## src/rtl/uart_pkg.sv

```systemverilog
// Shared UART transmitter types, constants and the frame-length helper.
package uart_pkg;

    typedef enum logic [2:0] {IDLE, START, DATA, PARITY, STOP} uart_tx_state_t;

    localparam int DEFAULT_BAUD_DIV = 433;
    localparam int BIT_CNT_W        = 4;

    // Cycles from the first start-bit cycle to the last stop-bit cycle.
    function automatic int frameCycles(input int dataBits, input int parityEn,
                                       input int stopBits, input int baudDiv);
        return (1 + dataBits + parityEn + stopBits) * (baudDiv + 1);
    endfunction

endpackage

```

## src/rtl/uart_baud_gen.sv

```systemverilog
// Loadable baud down-counter: tick marks the last cycle of each bit period.
module uart_baud_gen #(
    parameter int DIV_W = 16
) (
    input  logic             clk_i,
    input  logic             rst_i,
    input  logic             load,
    input  logic [DIV_W-1:0] div,
    output logic             tick
);

    logic [DIV_W-1:0] r_div;
    logic [DIV_W-1:0] r_count;

    always_ff @(posedge clk_i) begin
        if (rst_i) begin
            r_div   <= '0;
            r_count <= '0;
        end else if (load) begin
            r_div   <= div;
            r_count <= div;
        end else if (r_count == '0) begin
            r_count <= r_div;
        end else begin
            r_count <= r_count - DIV_W'(1);
        end
    end

    assign tick = (r_count == '0);

endmodule

```

## src/rtl/uart_tx.sv

```systemverilog
// UART transmitter draining a sync_fifo: start bit, data LSB-first, optional parity, stop bit(s).
module uart_tx
    import uart_pkg::*;
#(
    parameter int DATA_BITS  = 8,
    parameter int PARITY_EN  = 0,
    parameter int PARITY_ODD = 0,
    parameter int STOP_BITS  = 1,
    parameter int DIV_W      = 16
) (
    input  logic                 clk_i,
    input  logic                 rst_i,
    input  logic                 en_i,
    input  logic [DIV_W-1:0]     baud_div_i,
    input  logic                 fifo_empty_i,
    input  logic [DATA_BITS-1:0] fifo_data_i,
    output logic                 fifo_rd_o,
    output logic                 tx_o,
    output logic                 busy_o
);

    uart_tx_state_t       r_state;
    uart_tx_state_t       w_stateNext;
    logic [DATA_BITS-1:0] r_shift;
    logic [DATA_BITS-1:0] w_shiftNext;
    logic [BIT_CNT_W-1:0] r_bitCnt;
    logic                 r_parity;
    logic                 r_tx;
    logic                 w_txNext;
    logic                 w_pop;
    logic                 w_tick;
    logic                 w_lastData;
    logic                 w_lastStop;

    assign w_pop      = (r_state == IDLE) && en_i && !fifo_empty_i;
    assign fifo_rd_o  = w_pop && !rst_i;
    assign w_lastData = (r_bitCnt == BIT_CNT_W'(DATA_BITS - 1));
    assign w_lastStop = (r_bitCnt == BIT_CNT_W'(STOP_BITS - 1));
    assign tx_o       = r_tx;
    assign busy_o     = (r_state != IDLE);

    uart_baud_gen #(
        .DIV_W (DIV_W)
    ) u_baud (
        .clk_i (clk_i),
        .rst_i (rst_i),
        .load  (w_pop),
        .div   (baud_div_i),
        .tick  (w_tick)
    );

    always_ff @(posedge clk_i) begin
        if (rst_i) begin
            r_state <= IDLE;
            r_tx    <= 1'b1;
        end else begin
            r_state <= w_stateNext;
            r_tx    <= w_txNext;
        end
    end

    always_comb begin
        w_stateNext = r_state;
        case (r_state)
            IDLE:    if (w_pop) w_stateNext = START;
            START:   if (w_tick) w_stateNext = DATA;
            DATA:    if (w_tick && w_lastData) w_stateNext = (PARITY_EN != 0) ? PARITY : STOP;
            PARITY:  if (w_tick) w_stateNext = STOP;
            STOP:    if (w_tick && w_lastStop) w_stateNext = IDLE;
            default: w_stateNext = IDLE;
        endcase
    end

    // tx is registered, so it is driven from the state and shift value about to be entered.
    always_comb begin
        w_txNext = 1'b1;
        case (w_stateNext)
            START:   w_txNext = 1'b0;
            DATA:    w_txNext = w_shiftNext[0];
            PARITY:  w_txNext = r_parity;
            default: w_txNext = 1'b1;
        endcase
    end

    assign w_shiftNext = w_pop ? fifo_data_i
                       : ((r_state == DATA) && w_tick) ? (r_shift >> 1)
                       : r_shift;

    // The bit counter indexes data bits, then is reused to count stop bits.
    always_ff @(posedge clk_i) begin
        if (rst_i) begin
            r_shift  <= '0;
            r_bitCnt <= '0;
            r_parity <= 1'b0;
        end else begin
            r_shift <= w_shiftNext;
            if (w_pop) begin
                r_bitCnt <= '0;
                r_parity <= (^fifo_data_i) ^ (PARITY_ODD != 0);
            end else if (w_tick) begin
                if (r_state == DATA) begin
                    r_bitCnt <= w_lastData ? '0 : r_bitCnt + BIT_CNT_W'(1);
                end else if (r_state == STOP) begin
                    r_bitCnt <= w_lastStop ? '0 : r_bitCnt + BIT_CNT_W'(1);
                end
            end
        end
    end

endmodule

```

## config.mk

```make
export PLATFORM = sky130hd
export DESIGN_NAME = uart_tx
export DESIGN_NICKNAME = d
export VERILOG_FILES = /design/src/rtl/uart_pkg.sv /design/src/rtl/uart_baud_gen.sv /design/src/rtl/uart_tx.sv
export SDC_FILE = /design/constraint.sdc
export NUM_CORES = 1
export LEC_CHECK = 0
export CORE_MARGIN = 2
export CORE_UTILIZATION = 25
export CTS_CLUSTER_DIAMETER = 60
export DETAILED_ROUTE_END_ITERATION = 8
export SYNTH_ARGS = -nofsm -noshare
export SYNTH_HDL_FRONTEND = slang
export SYNTH_SLANG_ARGS = --single-unit
```

## constraint.sdc

```tcl
create_clock -name clk_i -period 6 [get_ports clk_i]
set_clock_uncertainty 0.05 [all_clocks]
set_input_delay 1.2 -clock clk_i [delete_from_list [all_inputs] [get_ports clk_i]]
set_output_delay 1.2 -clock clk_i [all_outputs]
set_load 0.01 [all_outputs]
```

======== Word-level counts from Yosys, hierarchy flattened ========
Cells that the tools add are included.
W data, S select, Z words.
operators by class
  add/sub/neg operators ................... 2
  $mul .................................... 0
  div/mod/pow operators ................... 0
  magnitude comparators ................... 0
  equal/unequal tests ..................... 8
  shift-type cells ........................ 0
  multiplexer cells ....................... 15
  bitwise gates (word level) .............. 0
  reductions and logical operators ........ 17
operators by type and width
  operator                 number
  $mux W16                 2
  $logic_not A16 Y1        1
  $mux W4                  4
  $mux W8                  2
  $sub A16 B1 Y16 const B  1
  $mux W3                  5
  $pmux W3 S5              1
  $eq A3 B2 Y1 const B     4
  $reduce_xor A8 Y1        1
  $eq A3 B1 Y1 const B     2
  $logic_and A1 B1 Y1      6
  $add A4 B1 Y4 const B    1
  $eq A4 B3 Y1 const B     1
  $logic_not A4 Y1         1
  $reduce_bool A2 Y1       2
  $eq A3 B3 Y1 const B     1
  $logic_not A3 Y1         1
  $pmux W1 S3              1
  $reduce_bool A3 Y1       1
  $logic_not A1 Y1         2
  $reduce_and A2 Y1        1
  $reduce_or A2 Y1         1
word-level totals
  register bits after elaboration ......... 49
  bits in latches ......................... 0
  memory bits (writable) .................. 0
  memory bits (read-only) ................. 0
  bits of input ports ..................... 28
  output and inout bits ................... 3
  logic and storage cells ................. 50
  memories ................................ 0

======== Depth between registers and ports, before layout ========
  depth after elaboration ................. 7
  depth in mapped cells ................... 9
  depth with buffers taken out ............ 7

======== Modules after synthesis ========
From an unflattened synthesis, not the netlist that was laid out.
unflattened totals
  cells, all modules ...................... 306
  area total of the unflattened synthesis .. 2580.0 µm²
modules (own cells, without submodules)
  module         times used  cells each  area an instance (µm²)  sequential area each (µm²)
  uart_baud_gen  1           198         1654.1                  640.6
  uart_tx        1           108         925.9                   340.3

======== Worst setup path before layout ========
OpenSTA, ideal clock, no wires.
  kind .................................... input-to-output
  from .................................... in fifo_empty_i
  to ...................................... out fifo_rd_o
  arrival time ............................ 2.081 ns
  required time ........................... 4.750 ns
  setup slack ............................. 2.669 ns
  cell stages on the path ................. 4
  path buffers ............................ 2
  path through ............................ or3b_1 > buf_2 > buf_2 > nor2_1
between the ends
  cells in the longest elaborated chain, start to end .. 3
RTL lines
  element              line           source
  start: declaration   uart_tx.sv:15  input logic fifo_empty_i,
  $logic_not A1 Y1     uart_tx.sv:35  assign w_pop = (r_state == IDLE) && en_i && !fifo_empty_i;
  $logic_and A1 B1 Y1  uart_tx.sv:35
  $logic_and A1 B1 Y1  uart_tx.sv:36  assign fifo_rd_o = w_pop && !rst_i;
  end: declaration     uart_tx.sv:17  output logic fifo_rd_o,
No other way between the ends.

======== Worst setup path in the final report ========
Same ends and word-level chain as after synthesis.

==> impl_metrics.tcl <==
set metrics [dict create \
    viasPerCell 4.72 \
    die_w_um 103 \
    fp-row-count 35 \
    cts_setup_buffers 0 \
    drtIter0Drc 140 \
    run_status "complete, no violations" \
    grt_util_met3_pct 2.71 \
    place_area_sq_um 2820 \
    synth_fp_nets 323 \
    totalWireLength_um 5610 \
    synth_area_per_cell_sq_um 8.31 \
    grt_pass1_vias 1979 \
    synth_area_sq_um 2430 \
    portBuffers 30 \
    yosysWarnings 0 \
    wl_per_cell_um 12.7 \
    cts_inserted_buffers 5 \
    cts_tree "built" \
    place_ws_ns 1.74 \
    ctsLongestPathBuffers 2 \
    layout_commonest_cell "dfxtp_1" \
    post_cts_resized 0 \
    busiest_layer "met2" \
    worstSetupEndpointType "output port" \
    cts.sinks 49 \
    min_path_type "flop to flop" \
    clock_latency_ns 0.30 \
    power.leakage_nw 0.975 \
    synthAdderAreaFrac_pct 1.55 \
    synth_top_family_by_area "simple AND/OR/NAND/NOR gates" \
    timing.final.crit_share_pct 71.4 \
    synthCells 292 \
    ir_worst_vdd_mv 0.151 \
    post-route-cell-area_sq_um 2910 \
    start_util_pct 26.0 \
    slew_headroom_pct 59.2 \
    drive_gt1_share_pct 5.77 \
    seq_area_frac_synth_pct 40.4 \
    switchingPower_w 0.000444 \
    h-tree-depth 2 \
    grtUsageMet1_pct 15.0 \
    cts_hold_buf 0 \
    area_growth_pct 19.8 \
    gp_congestion 0.764 \
    ys_async_sr_fraction_pct 0 \
    nNetsFinal 343 \
    start_kind "input pin" \
    setup_violations 0 \
    ant_nets 0 \
    p_sw_share_pct 39.0 \
    met2_usage_pct 18.1 \
    dp_hpwl_um 3750 \
    power_density_nw_per_um2 391 \
    synth-edff-count 0 \
    p_int_w 0.000693 \
    grt_antenna_before_repair 0 \
    clkSlewWorstSetupHoldPaths_ns 0.08 \
    synth_xor_area_share_pct 5.77 \
    period_needed_ns 4.29 \
    worstPathCellList "clkdlybuf4s50_1 -> or3b_1 -> buf_4 -> nor2_1 -> clkdlybuf4s50_1" \
    synth-simple-area-share_pct 22.6 \
    core_sq_um 9330 \
    yosys.area.top_type_share_pct 40.4 \
    layout_common_cells "dfxtp_1 (49), nand2_1 (41), a21oi_1 (36)" \
    firstDrtPassIters 4 \
    setup_ws_ns 1.71 \
    io_pins 31 \
    synth.ff_latch_count 49 \
    critPathMostFrequentCell "clkdlybuf4s50_1" \
    ys_types 50 \
    dr_total_vias 2082 \
    slew_violations 0 \
    synth.area.top_cells "dfxtp_1 (40%), a21oi_1 (7.4%), nand2_1 (6.3%), xnor2_1 (4.7%), mux2i_1 (3.7%)" \
    die-area_sq_um 10500 \
    synth.area.mux_share_pct 3.71 \
    power.total_w 0.00114 \
    synth-main-ff-cell "dfxtp_1" \
    max_freq_ghz 0.233 \
    slowest_delay_ns 0.55 \
    cts-root-buf "clkbuf_8" \
    drc 0 \
    slowest_stage "clkdlybuf4s50_1" \
    antenna_cells 0 \
    yosys.area.top_type "dfxtp_1" \
    final_hold_viol_count 0 \
    p_seq_share_pct 39.0 \
    pwr-share-comb_pct 43.4 \
    fin_setup_tns_ns 0 \
    worst_pin_slew_ns 0.610 \
    hold_ws_ns 0.407 \
    rsz0062_at_grt "no" \
    grt_max_degree 48 \
    maxCapViolCount 0 \
    synth_compound_area_share_pct 21.5 \
    track_usage_pct 11.4 \
    arrival_ns 3.04 \
    cp.required_ns 4.75 \
    path_max_fanout 47 \
    overflow 0 \
    pwr-share-clk_pct 17.6 \
    fp.dieH_um 103 \
    grt_pass1_wl_um 9400 \
    critPathKind "input pin to output port" \
]
-- cell type report --
class / instances / area (sq um)
timing repair buffer: 33 / 323
multi-input combinational: 218 / 1340
fill: 977 / 6420
tap: 129 / 161
clock buffer: 7 / 86.3
inverter: 5 / 18.8
sequential: 49 / 981
-- registers in the layout, indices dropped and copies added, names as in the netlist --
signal and count:
r_parity 1, r_state 3, r_bitCnt 4, u_baud.r_div 16
tx_o 1, u_baud.r_count 16, r_shift 8
-- power groups by stage --
| stage | sequential (W) | combinational, W | clock [W] |
|---|---|---|---|
| CTS | 0.000443 | 0.000498 | 0.000206 |
| global route | 0.000455 | 0.000557 | 0.000221 |
| floorplan | 0.000436 | 0.000398 | 0 |
| detailed placement | 0.000450 | 0.000494 | 0 |
| global placement | 0.000448 | 0.000488 | 0 |
| finish | 0.000443 | 0.000493 | 0.000201 |
-- worst paths after layout --
kind | start | end | slack (ns) | cells after the start
max | fifo_empty_i | fifo_rd_o | 1.71 | 5
min | u_baud.r_div[2]$_SDFFE_PP0P_ | u_baud.r_div[2]$_SDFFE_PP0P_ | 0.41 | 2
max reg2reg | u_baud.r_count[0]$_SDFF_PP0_ | u_baud.r_count[12]$_SDFF_PP0_ | 3.45 | 7
min reg2reg | u_baud.r_div[2]$_SDFFE_PP0P_ | u_baud.r_div[2]$_SDFFE_PP0P_ | 0.41 | 2
-- critical path, delay by kind of cell --
family,cells,cell delay [ns]
simple gates,2,0.54
buf+inv,3,1.27
-- per-layer routing --
layer / vias to the layer above / routed length [um]
met4: 0 / 78
met2: 35 / 2600
met1: 966 / 2700
li1: 1076 / -
met3: 5 / 222
met5: - / 0
-- Yosys cell counts (all sizes together) (4+ instances only) --
master and n:
a211oi 9, a21oi 37, buf 9, clkbuf 11, dfxtp 49, inv 5, mux2i 9, nand2 41
nand3 5, nor2 21, nor3 9, o211ai 8, o21ai 8, or3 7, or4 4, xnor2 13
-- cell families (layout without fill, tap and decap cells) --
family | count (synthesis) | after routing
xor gates and xnor gates | 16 | 16
DFF | 49 | 49
buffers and inverters | 25 | 45
muxes | 9 | 9
AOI/OAI and AO/OA | 82 | 82
adders and majority gates | 3 | 3
and+or+nand+nor | 108 | 108
-- metrics by stage --
| stage | instances | utilization (%) |
|---|---|---|
| floorplan | 292 | - |
| finish | 441 | 31.2 |
| CTS | 441 | 31.2 |
| global placement | 434 | 30.3 |
| global route | 441 | 31.2 |
| detailed placement | 434 | 30.3 |
Power figures use the tool's default switching activity.
